$ cat config.mk
export PLATFORM = sky130hd
export DESIGN_NAME = crc_stream
export DESIGN_NICKNAME = d
export VERILOG_FILES = /design/src/rtl/crc_stream.sv
export SDC_FILE = /design/constraint.sdc
export NUM_CORES = 1
export LEC_CHECK = 0
export BUFFER_PORTS_ARGS = -buffer_cell sky130_fd_sc_hd__buf_4
export CAP_MARGIN = 5
export CORE_MARGIN = 1
export CORE_UTILIZATION = 45
export CTS_BUF_LIST = sky130_fd_sc_hd__clkbuf_8
export DETAILED_ROUTE_END_ITERATION = 16
export PLACE_DENSITY = 0.76
export SLEW_MARGIN = 20
export SYNTH_ARGS = -nofsm -noshare
export SYNTH_HDL_FRONTEND = slang
export SYNTH_SLANG_ARGS = --single-unit
$ cat constraint.sdc
create_clock -name clk -period 3.6 [get_ports clk]
set_input_delay 0.54 -clock clk [delete_from_list [all_inputs] [get_ports clk]]
set_output_delay 0.54 -clock clk [all_outputs]
set_load 0.02 [all_outputs]
$ cat src/rtl/crc_stream.sv
// crc_stream: streaming sop/eop-framed CRC generator/checker with a valid/ready result port
module crc_stream #(
  parameter int CRC_W = 5,
  parameter logic [CRC_W-1:0] POLY = 'h05,
  parameter logic [CRC_W-1:0] INIT = 'h1F,
  parameter logic [CRC_W-1:0] XOROUT = 'h1F,
  parameter logic [CRC_W-1:0] RESIDUE = 'h0C,
  parameter int DATA_W = 8
) (
  input  logic                          clk,
  input  logic                          rst,
  input  logic                          in_valid,
  output logic                          in_ready,
  input  logic                          in_sop,
  input  logic                          in_eop,
  input  logic [$clog2(DATA_W+1)-1:0]   in_nbits,
  input  logic [DATA_W-1:0]             data_in,
  output logic                          crc_valid,
  input  logic                          crc_ready,
  output logic [CRC_W-1:0]              crc_out,
  output logic                          crc_match,
  output logic                          in_err
);
  localparam logic [1:0] IDLE = 2'd0, ACCUM = 2'd1, DONE = 2'd2;
  logic [1:0] state;
  logic [CRC_W-1:0] lfsr, nxt;
  logic xfer, retire, take, err;
  int n;
  function automatic logic [CRC_W-1:0] step(input logic [CRC_W-1:0] s, input logic [DATA_W-1:0] d, input int nb);
    logic [CRC_W-1:0] c;
    c = s;
    for (int i = 0; i < DATA_W; i++)
      if (i < nb) c = (c << 1) ^ ((c[CRC_W-1] ^ d[i]) ? POLY : '0);
    return c;
  endfunction
  assign in_ready = !crc_valid | crc_ready;
  always_comb begin
    xfer = in_valid & in_ready;
    retire = crc_valid & crc_ready;
    take = xfer & (in_sop | state == ACCUM);
    err = xfer & (in_sop ? state == ACCUM : state != ACCUM);
    n = (in_eop && in_nbits != '0 && int'(in_nbits) <= DATA_W) ? int'(in_nbits) : DATA_W;
    nxt = step(in_sop ? INIT : lfsr, data_in, n);
  end
  always_ff @(posedge clk) begin
    if (rst) begin
      state <= IDLE;
      lfsr <= INIT;
      crc_valid <= 1'b0;
      crc_out <= '0;
      crc_match <= 1'b0;
      in_err <= 1'b0;
    end else begin
      in_err <= err;
      if (retire) crc_valid <= 1'b0;
      if (take) begin
        lfsr <= nxt;
        state <= in_eop ? DONE : ACCUM;
        if (in_eop) begin
          crc_valid <= 1'b1;
          crc_out <= nxt ^ XOROUT;
          crc_match <= nxt == RESIDUE;
        end
      end else if (retire) begin
        lfsr <= INIT;
        state <= IDLE;
      end
    end
  end
endmodule

==> results of run 1 <==
==> power breakdown <==
part	total, mW	switching (mW)	internal, mW	leakage (nW)
Combinational	0.357	0.193	0.163	0.694
Sequential	0.192	0.0135	0.179	0.123
Clock	0.136	0.0593	0.0767	0.0255
==> kinds of logic after synthesis <==
| logic type | count (synthesis) | share of synthesized area [%] |
|---|---|---|
| xor+xnor | 17 | 9.91 |
| compound gates | 67 | 27.5 |
| flops | 15 | 16.9 |
| fa+ha+maj | 1 | 0.703 |
| simple gates | 117 | 36.8 |
| buf+inv | 15 | 3.51 |
| mux | 8 | 4.71 |
==> worst min-delay path by stage <==
stage                     startpoint    endpoint  slack, ps  cells after the start
after floorplan             state[1]    state[1]        440                      2
after global placement    crc_out[0]  crc_out[0]        450                      2
after detailed placement  crc_out[3]  crc_out[3]        460                      2
after CTS                   state[1]    state[1]        470                      2
after global routing        state[1]    state[1]        500                      2
final                       state[1]    state[1]        470                      2
==> stage by stage <==
stage	setup WS [ps]	std cells	area, sq um	hold WS (ps)
floorplan	457	240	1780	443
global placement	141	312	2060	450
detailed placement	81.7	312	2060	457
CTS	342	316	2100	471
global route	135	316	2100	503
finish	304	316	2100	468
==> metal layers <==
metal  track usage [%]  share of wire (%)  vias up
met2              40.9                 48       52
li1                  -                  -      959
met3              1.23                3.5       11
met1              31.9                 46      869
met4              10.6                2.4        0
met5                 0                  0        -
==> flip-flops by register name, summed over array words and instances (netlist names) <==
signal	flops
crc_match	1
crc_out	5
crc_valid	1
in_err	1
lfsr	5
state	2
==> worst max-delay path: stages <==
cell,delay (ps)
buf_4,140
or3b_1,550
o211a_1,300
nor4_4,330
xnor3_1,330
nor2_4,130
or2_2,140
or3b_1,340
a32oi_1,290
a21oi_1,110
or2_1,220
==> Yosys cell counts (all sizes together) (2+ instances only) <==
cell     instances
a211oi           6
a21boi           2
a21oi            9
a221oi           3
a31oi            6
and2             7
and3             4
buf              4
clkbuf           7
dfxtp           15
inv              4
mux2             3
mux2i            5
nand2           21
nand2b           6
nand3            4
nand4bb          2
nor2            28
nor2b            2
nor3            14
nor3b            3
nor4             5
o211a            2
o211ai           5
o21a             3
o21ai           11
o21bai           2
o31ai            6
or2              9
or3              3
or3b             2
xnor2           11
xnor3            2
xor2             4
==> final cells by class <==
type / count / share of cell area (%)
Sequential cell: 15 / 14.3
Multi-Input combinational cell: 210 / 67.4
Tap cell: 48 / 2.86
Inverter: 4 / 0.714
Timing Repair Buffer: 35 / 12.5
Clock inverter: 1 / 0.238
Clock buffer: 3 / 1.96
==> results.md, run 1 <==
- Initial antenna violation count: 0
- Critical Path RT: 3740 ps
- Power per cell area: 326 nW/um^2
- Routed Antenna Nets: 0
- Synth area leaders: dfxtp_1 (17%), nor2_1 (5.7%), xnor2_1 (5.4%), nand2_1 (4.4%), nor3_1 (3.9%)
- Util after Layout: 56.6%
- Wirelength per Cell: 15.3 microns
- Crit path DAT: 3440 ps
- R2R setup slack: 400 ps
- Vias in the first global route: 1762
- Post-Syn Area: 1780 sq um
- Max-capacitance violation count: 0
- Starting Density: 47.9%
- Top FF cell, synth: dfxtp_1
- Drt drc: 0
- Biggest area consumer among synthesized cells: dfxtp_1
- Vias: 1891
- Outcome: finished, final reports clean
- Post-synth top area share: 16.9%
- CP max FO: 9
- Critical Path Source Type: input pin
- Sequential fraction of the synthesis area: 16.9%
- Reg-to-reg startpoint: lfsr[4]
- Final setup viols: 0
- Fmax: 0.303 GHz
- Final period utilization: 91.6%
- Multi-input gate area: 1420 sq um
- RR Endpoint: lfsr[3]
- Fraction of layout instances using a drive strength above 1: 20.9%
- CTS tree: yes
- Cells after synthesis: 240
- Insertion delay to the later sink of the worst-skew pair: 250 ps
- Setup TNS: 0 ps
- GRT overflow: 0
- Synthesized area per cell: 7.42 sq um
- TritonCTS Sinks: 15
- Worst IR Drop VDD: 0.237 mV
- Pin count of the biggest net entering global routing: 19
- Worst slew margin: 48.9%
- Mapped Nets: 259
- Number of I/O port buffers: 26
- Drt pass-1 iters: 5
- Syn-to-layout area delta: 18.1%
- Final Slew Violations: 0
- Slew at the pin closest to its max-slew limit: 763 ps
- CTS Root Cell: clkbuf_8
- CP Capture Type: flip-flop
- CP Launch Point: in_nbits[2]
- Die area: 4210 sq um
- H-Tree Depth: 1
- Seq cells post-synth: 15
- Vias per cell: 5.98
- Hold Fails Final Rpt: 0
- FF-to-FF path depth: 10
- Post-cts sizing count: 0
- Pleak: 0.843 nW
- Setup bufs post-CTS: 0
- Final Skew: 2.55 ps
- Clock Tree Buf Depth: 2
- Initial DRC count: 99
- CORE AREA: 3720 sq um
- Clock transition at path regs: 60 ps
- Ys Warns: 0
- # IOs: 27
- Hold Crit Class: flip-flop to flip-flop
- Critical Path Sink: lfsr[3]
- Final WL: 4.84 mm
- GPL Wtd Cong: 0.954
- Commonest cells after routing, fill and taps aside: buf_4 (35), nor2_1 (27), nand2_1 (21)
- # rows: 22
- Number of synthesized flops with an enable pin: 0
- Post-layout total power: 0.685 mW
- Leading cell type in the layout, fill and taps excluded: buf_4
- Die H: 64.9 microns
- Global-route wire length before repair: 8.02 mm
- Distinct cells, synth: 68
- Hold Buf Count CTS: 0
- Tmin final: 3300 ps
- Register area: 300 sq um
- Die Width: 64.9 microns
- Antenna Cells: 0
- GRT Overall Usage: 24.3%
- Crit path kind: input pin to flip-flop
- Fillers: 370
- Async S/R FF share, synth: 0%
- Final nets: 288
- RSZ-0062 raised after global routing: false
- TritonCTS Buffers: 3
- Detailed placement HPWL: 3.78 mm
No activity file was read; power rests on OpenSTA's default activity.
==> run 2, diff against run 1 <==
CORE_UTILIZATION = 50   (was 45)
PLACE_DENSITY = 0.82   (was 0.76)
==> run 2 against run 1 <==
  * Non-clock buffer count decreased by 3
  * Worst setup slack got worse by 84 ps
  * Clock power about the same
  * Clock-buffer cell count unchanged
  * Largest power group unchanged
  * Final cell count decreased by 1.6%
  * Global-route usage increased by 2.5 points
  * Die area decreased by 9.7%
  * Worst hold slack got worse by 13 ps
  * Clock skew increased by 3.5 ps
==> results.md, run 2 (synthesis gave the netlist of run 1 again) <==
- Critical Path Source Type: input pin
- RSZ-0062 raised after global routing: false
- Drt drc: 0 (unchanged)
- Vias in the first global route: 1690 (-4.1%)
- GPL Wtd Cong: 0.874 (-8.4%)
- Tmin final: 3380 ps (+83.8 ps)
- Clock transition at path regs: 60 ps (about the same)
- Post-layout total power: 0.675 mW (-1.5%)
- Drt pass-1 iters: 4 (-1)
- CP Capture Type: flip-flop
- Commonest cells after routing, fill and taps aside: buf_4 (32), nor2_1 (27), nand2_1 (21)
- Routed Antenna Nets: 0 (unchanged)
- TritonCTS Buffers: 3 (unchanged)
- Final WL: 4.72 mm (-2.4%)
- H-Tree Depth: 1 (unchanged)
- Reg-to-reg startpoint: lfsr[4]
- Fin cells: 311 (-1.6%)
- Outcome: finished, final reports clean
- Global-route wire length before repair: 7.70 mm (-4.0%)
- TritonCTS Sinks: 15 (unchanged)
- Antenna Cells: 0 (unchanged)
- Vias: 1919 (+1.5%)
- Hold Fails Final Rpt: 0 (unchanged)
- Die area: 3800 sq um (-9.7%)
- GRT Overall Usage: 26.9% (+2.5 points)
- CP Launch Point: in_nbits[2]
- Die Width: 61.7 microns (-5.0%)
- Post-Place Cell Area: 2030 sq um (-1.2%)
- # rows: 21 (-4.5%)
- Placed instance count: 307 (-1.6%)
- Starting Density: 52.9% (+5.0 points)
- Power per cell area: 325 nW/um^2 (-0.34%)
- Pin count of the biggest net entering global routing: 19 (unchanged)
- # IOs: 27 (unchanged)
- Max-capacitance violation count: 0 (unchanged)
- Leading cell type in the layout, fill and taps excluded: buf_4
- Pleak: 0.829 nW (-1.7%)
- Design area: 2080 sq um (-1.2%)
- CTS tree: yes
- Final setup viols: 0 (unchanged)
- Setup bufs post-CTS: 0 (unchanged)
- Vias per cell: 6.17 (+3.1%)
- Crit path kind: input pin to flip-flop
- Syn-to-layout area delta: 16.7%
- Final Skew: 6.01 ps (+3.46 ps)
- CTS Root Cell: clkbuf_8
- Initial antenna violation count: 0 (unchanged)
- Critical Path RT: 3730 ps (about the same)
- Worst slew margin: 61.7% (+13 points)
- Final worst setup slack: 220 ps (-83.8 ps)
- Setup TNS: 0 ps (unchanged)
- Clock Tree Buf Depth: 2 (unchanged)
- Largest registers: crc_out x5, lfsr x5, state x2
- Final Slew Violations: 0 (unchanged)
- Worst IR Drop VDD: 0.248 mV (+4.6%)
- Hold Buf Count CTS: 0 (unchanged)
- Post-cts sizing count: 0 (unchanged)
- Wirelength per Cell: 15.2 microns (-0.83%)
- Detailed placement HPWL: 3.67 mm (-3.0%)
- Insertion delay to the later sink of the worst-skew pair: 250 ps (about the same)
- Min Hold Slack: 455 ps (-12.6 ps)
- Final nets: 285 (-1.0%)
- Die H: 61.7 microns (-5.0%)
- Initial DRC count: 177 (+79%)
- CORE AREA: 3360 sq um (-9.5%)
- Worst hold start: crc_out[3]
- Util after Layout: 61.8% (+5.2 points)
- Fmax: 0.296 GHz (-2.5%)
- Final period utilization: 93.9% (+2.3 points)
- Number of I/O port buffers: 26 (unchanged)
- Fraction of layout instances using a drive strength above 1: 20.0% (-0.90 points)
- Worst slack, placed: 33.2 ps (-48.4 ps)
- GRT overflow: 0 (unchanged)
- Slew at the pin closest to its max-slew limit: 572 ps (-191 ps)
- CP max FO: 9 (unchanged)
- Crit path DAT: 3510 ps (+70 ps)
- Hold Crit Class: flip-flop to flip-flop
## run 2: area by class of cell
class	count	area, sq um
Clock buffer	3	41.3
Clock inverter	1	5.00
Fill cell	325	1290
Inverter	4	15.0
Multi-Input combinational cell	210	1420
Sequential cell	15	300
Tap cell	46	57.6
Timing Repair Buffer	32	240
## run 2: report_power, final
group / internal, mW / switching, mW
clock network: 0.0766 / 0.0586
registers: 0.179 / 0.0138
logic: 0.157 / 0.190
total: 0.412 / 0.263
## run 2: metal layers
metal	vias up	GRT usage, %	share of wire (%)
met2	78	45.8	49
met4	0	10.5	2.0
li1	946	-	-
met5	-	0	0
met3	10	2.73	5.8
met1	885	34.7	43
## run 2: final timing paths
kind,to,slack (ps),depth (start not counted)
worst min-delay path,crc_out[3],460,2
worst min register to register,crc_out[3],460,2
worst max-delay path,lfsr[0],220,11
worst max register to register,lfsr[0],350,10
## run 2: worst max-delay path, stage by stage
cell and delay, ps:
buf_4 140, or3b_1 540, o211a_1 300, nor4_4 340, xnor3_1 270, nor2_4 60
or2_2 320, o211a_1 210, a211oi_1 410, a21oi_1 140, or2_1 240
==> run 3, diff against run 2 <==
clock period = 3.3 ns   (was 3.6 ns; I/O delays follow)
==> run 3 against run 2 <==
  * Combinational power is 27% higher
  * Global-route usage increased by 1.7 points
  * Sequential share of layout area decreased by 1.4 points
  * Non-clock buffer count grew 28
  * Clock skew about the same
  * Via count increased by 6.9%
  * Largest cell class unchanged
  * Total power increased by 18%
  * Critical path type unchanged
  * Critical endpoint is now crc_match
  * Largest power group unchanged
  * Critical path depth is 2 higher
  * Sequential power grew 9.9%
==> results.md, run 3 (synthesis gave the netlist of run 1 again) <==
- Outcome: finished, final reports clean
- Fin cells: 339 (+9.0%)
- Slew at the pin closest to its max-slew limit: 414 ps (-158 ps)
- Critical Path Source Type: input pin
- Insertion delay to the later sink of the worst-skew pair: 250 ps (about the same)
- TritonCTS Sinks: 15 (unchanged)
- Final period utilization: 95.8%
- Syn-to-layout area delta: 28.9%
- Number of I/O port buffers: 26 (unchanged)
- # rows: 21 (unchanged)
- Starting Density: 52.9% (unchanged)
- CTS Root Cell: clkbuf_8
- Worst slew margin: 72.3% (+11 points)
- Pin count of the biggest net entering global routing: 18 (-1)
- Leading cell type in the layout, fill and taps excluded: buf_4
- Crit path DAT: 3340 ps (-170 ps)
- CP Launch Point: in_nbits[2]
- CP max stage delay: 520 ps (-20 ps)
- Final worst setup slack: 139 ps (-80.4 ps)
- Crit-path cells: buf_4, or3b_1, o31ai_2, buf_4, or4_1, nand4_1, o211ai_2, xnor2_1, o21ai_0, a211oi_1, buf_4, a221o_1, o21ai_1
- Clock transition at path regs: 60 ps (about the same)
- GRT Overall Usage: 28.6% (+1.7 points)
- Crit path kind: input pin to flip-flop
- Placed instance count: 335 (+9.1%)
- Hold Crit Class: flip-flop to flip-flop
- Initial DRC count: 222 (+25%)
- Final nets: 313 (+9.8%)
- Hold Buf Count CTS: 0 (unchanged)
- Pleak: 0.972 nW (+17%)
- Fraction of layout instances using a drive strength above 1: 28.0% (+8.0 points)
- Fmax: 0.316 GHz
- RR Endpoint: crc_match
- Antenna Cells: 0 (unchanged)
- Initial antenna violation count: 0 (unchanged)
- CTS tree: yes
- Critical-path top delay cell: or3b_1
- Post-cts sizing count: 0 (unchanged)
- GPL Wtd Cong: 0.998 (+14%)
- CP Capture Type: flip-flop
- Detailed placement HPWL: 4.00 mm (+8.9%)
- Wirelength per Cell: 15.5 microns (+2.1%)
- Die H: 61.7 microns (unchanged)
- Reg-to-reg startpoint: lfsr[4]
- Vias: 2051 (+6.9%)
- Drt drc: 0 (unchanged)
- R2R setup slack: 170 ps (-180 ps)
- Min Hold Slack: 485 ps (+30.1 ps)
- Worst IR Drop VDD: 0.325 mV (+31%)
- Clock Tree Buf Depth: 2 (unchanged)
- CORE AREA: 3360 sq um (unchanged)
- Final setup viols: 0 (unchanged)
- CP most frequent cell: buf_4
- Largest registers: crc_out x5, lfsr x5, state x2
- RSZ-0062 raised after global routing: false
- Final Slew Violations: 0 (unchanged)
- FF-to-FF path depth: 11 (+1)
- Tmin final: 3160 ps
- Global-route wire length before repair: 8.16 mm (+5.9%)
- Drt pass-1 iters: 4 (unchanged)
- Setup bufs post-CTS: 0 (unchanged)
- Die Width: 61.7 microns (unchanged)
- # IOs: 27 (unchanged)
- GRT overflow: 0 (unchanged)
- Vias in the first global route: 1845 (+9.2%)
- CP max FO: 8 (-1)
- Power per cell area: 348 nW/um^2 (+7.1%)
- TritonCTS Buffers: 3 (unchanged)
- CP delay by family, top: compound AO/OA/AOI/OAI gates
- CP Buf/Inv Count: 3 (+2)
- Final Skew: 5.56 ps (-0.453 ps)
- Commonest cells after routing, fill and taps aside: buf_4 (60), nor2_1 (27), nand2_1 (21)
- Util after Layout: 68.2% (+6.5 points)
- Vias per cell: 6.05 (-1.9%)
- CP Depth: 13 (+2)
- Post-Place Cell Area: 2240 sq um (+10%)
- H-Tree Depth: 1 (unchanged)
- Routed Antenna Nets: 0 (unchanged)
- Die area: 3800 sq um (unchanged)
- Max-capacitance violation count: 0 (unchanged)
- Critical Path RT: 3480 ps (-250 ps)
- Final WL: 5.26 mm (+11%)
- Hold Fails Final Rpt: 0 (unchanged)
- Design area: 2290 sq um (+10%)
- Critical Path Sink: crc_match
- Worst slack, placed: -64.5 ps (-97.7 ps)
==> run 3: cell count changes in the layout (fill, tap and decap cells not counted), sizes merged <==
cell / delta
buf: +28
==> run 3: worst min path at each step <==
| stage | startpoint | to | slack, ps | cells after the start |
|---|---|---|---|---|
| after global placement | crc_out[0] | crc_out[0] | 450 | 2 |
| after floorplan | state[1] | state[1] | 440 | 2 |
| final | state[1] | state[1] | 490 | 2 |
| after CTS | state[1] | state[1] | 490 | 2 |
| after detailed placement | crc_out[3] | crc_out[3] | 450 | 2 |
| after global routing | state[1] | state[1] | 510 | 2 |
==> run 3: per-layer routing <==
layer  GRT usage [%]  wire, microns  up-vias
met5               0              0        -
met4            6.03             61        0
met3            1.68            339        8
met2            50.8           2610       85
met1            38.0           2250      952
li1                -              -     1006
==> run 3: worst min-delay path: cells and delay by family (launching register included) <==
family / cells / cell delay (ps)
compound gates: 1 / 60
flops: 1 / 300
simple gates: 1 / 70
==> run 3: metrics by stage <==
| stage | TNS [ps] | total power, mW |
|---|---|---|
| global route | 0 | 0.843 |
| detailed placement | -233 | 0.643 |
| global placement | -19.6 | 0.635 |
| floorplan | 0 | 0.491 |
| CTS | 0 | 0.790 |
| finish | 0 | 0.798 |
==> run 3: cell type report <==
class	count	area [sq um]
Clock inverter	1	5.00
Timing Repair Buffer	60	450
Clock buffer	3	41.3
Multi-Input combinational cell	210	1430
Fill cell	279	1070
Tap cell	46	57.6
Inverter	4	15.0
Sequential cell	15	300
==> run 3: where the power goes <==
group | switching (mW) | total, mW | internal (mW) | leakage, nW
Combinational | 0.223 | 0.440 | 0.217 | 0.823
Sequential | 0.0158 | 0.211 | 0.195 | 0.123
Clock | 0.0644 | 0.148 | 0.0836 | 0.0255
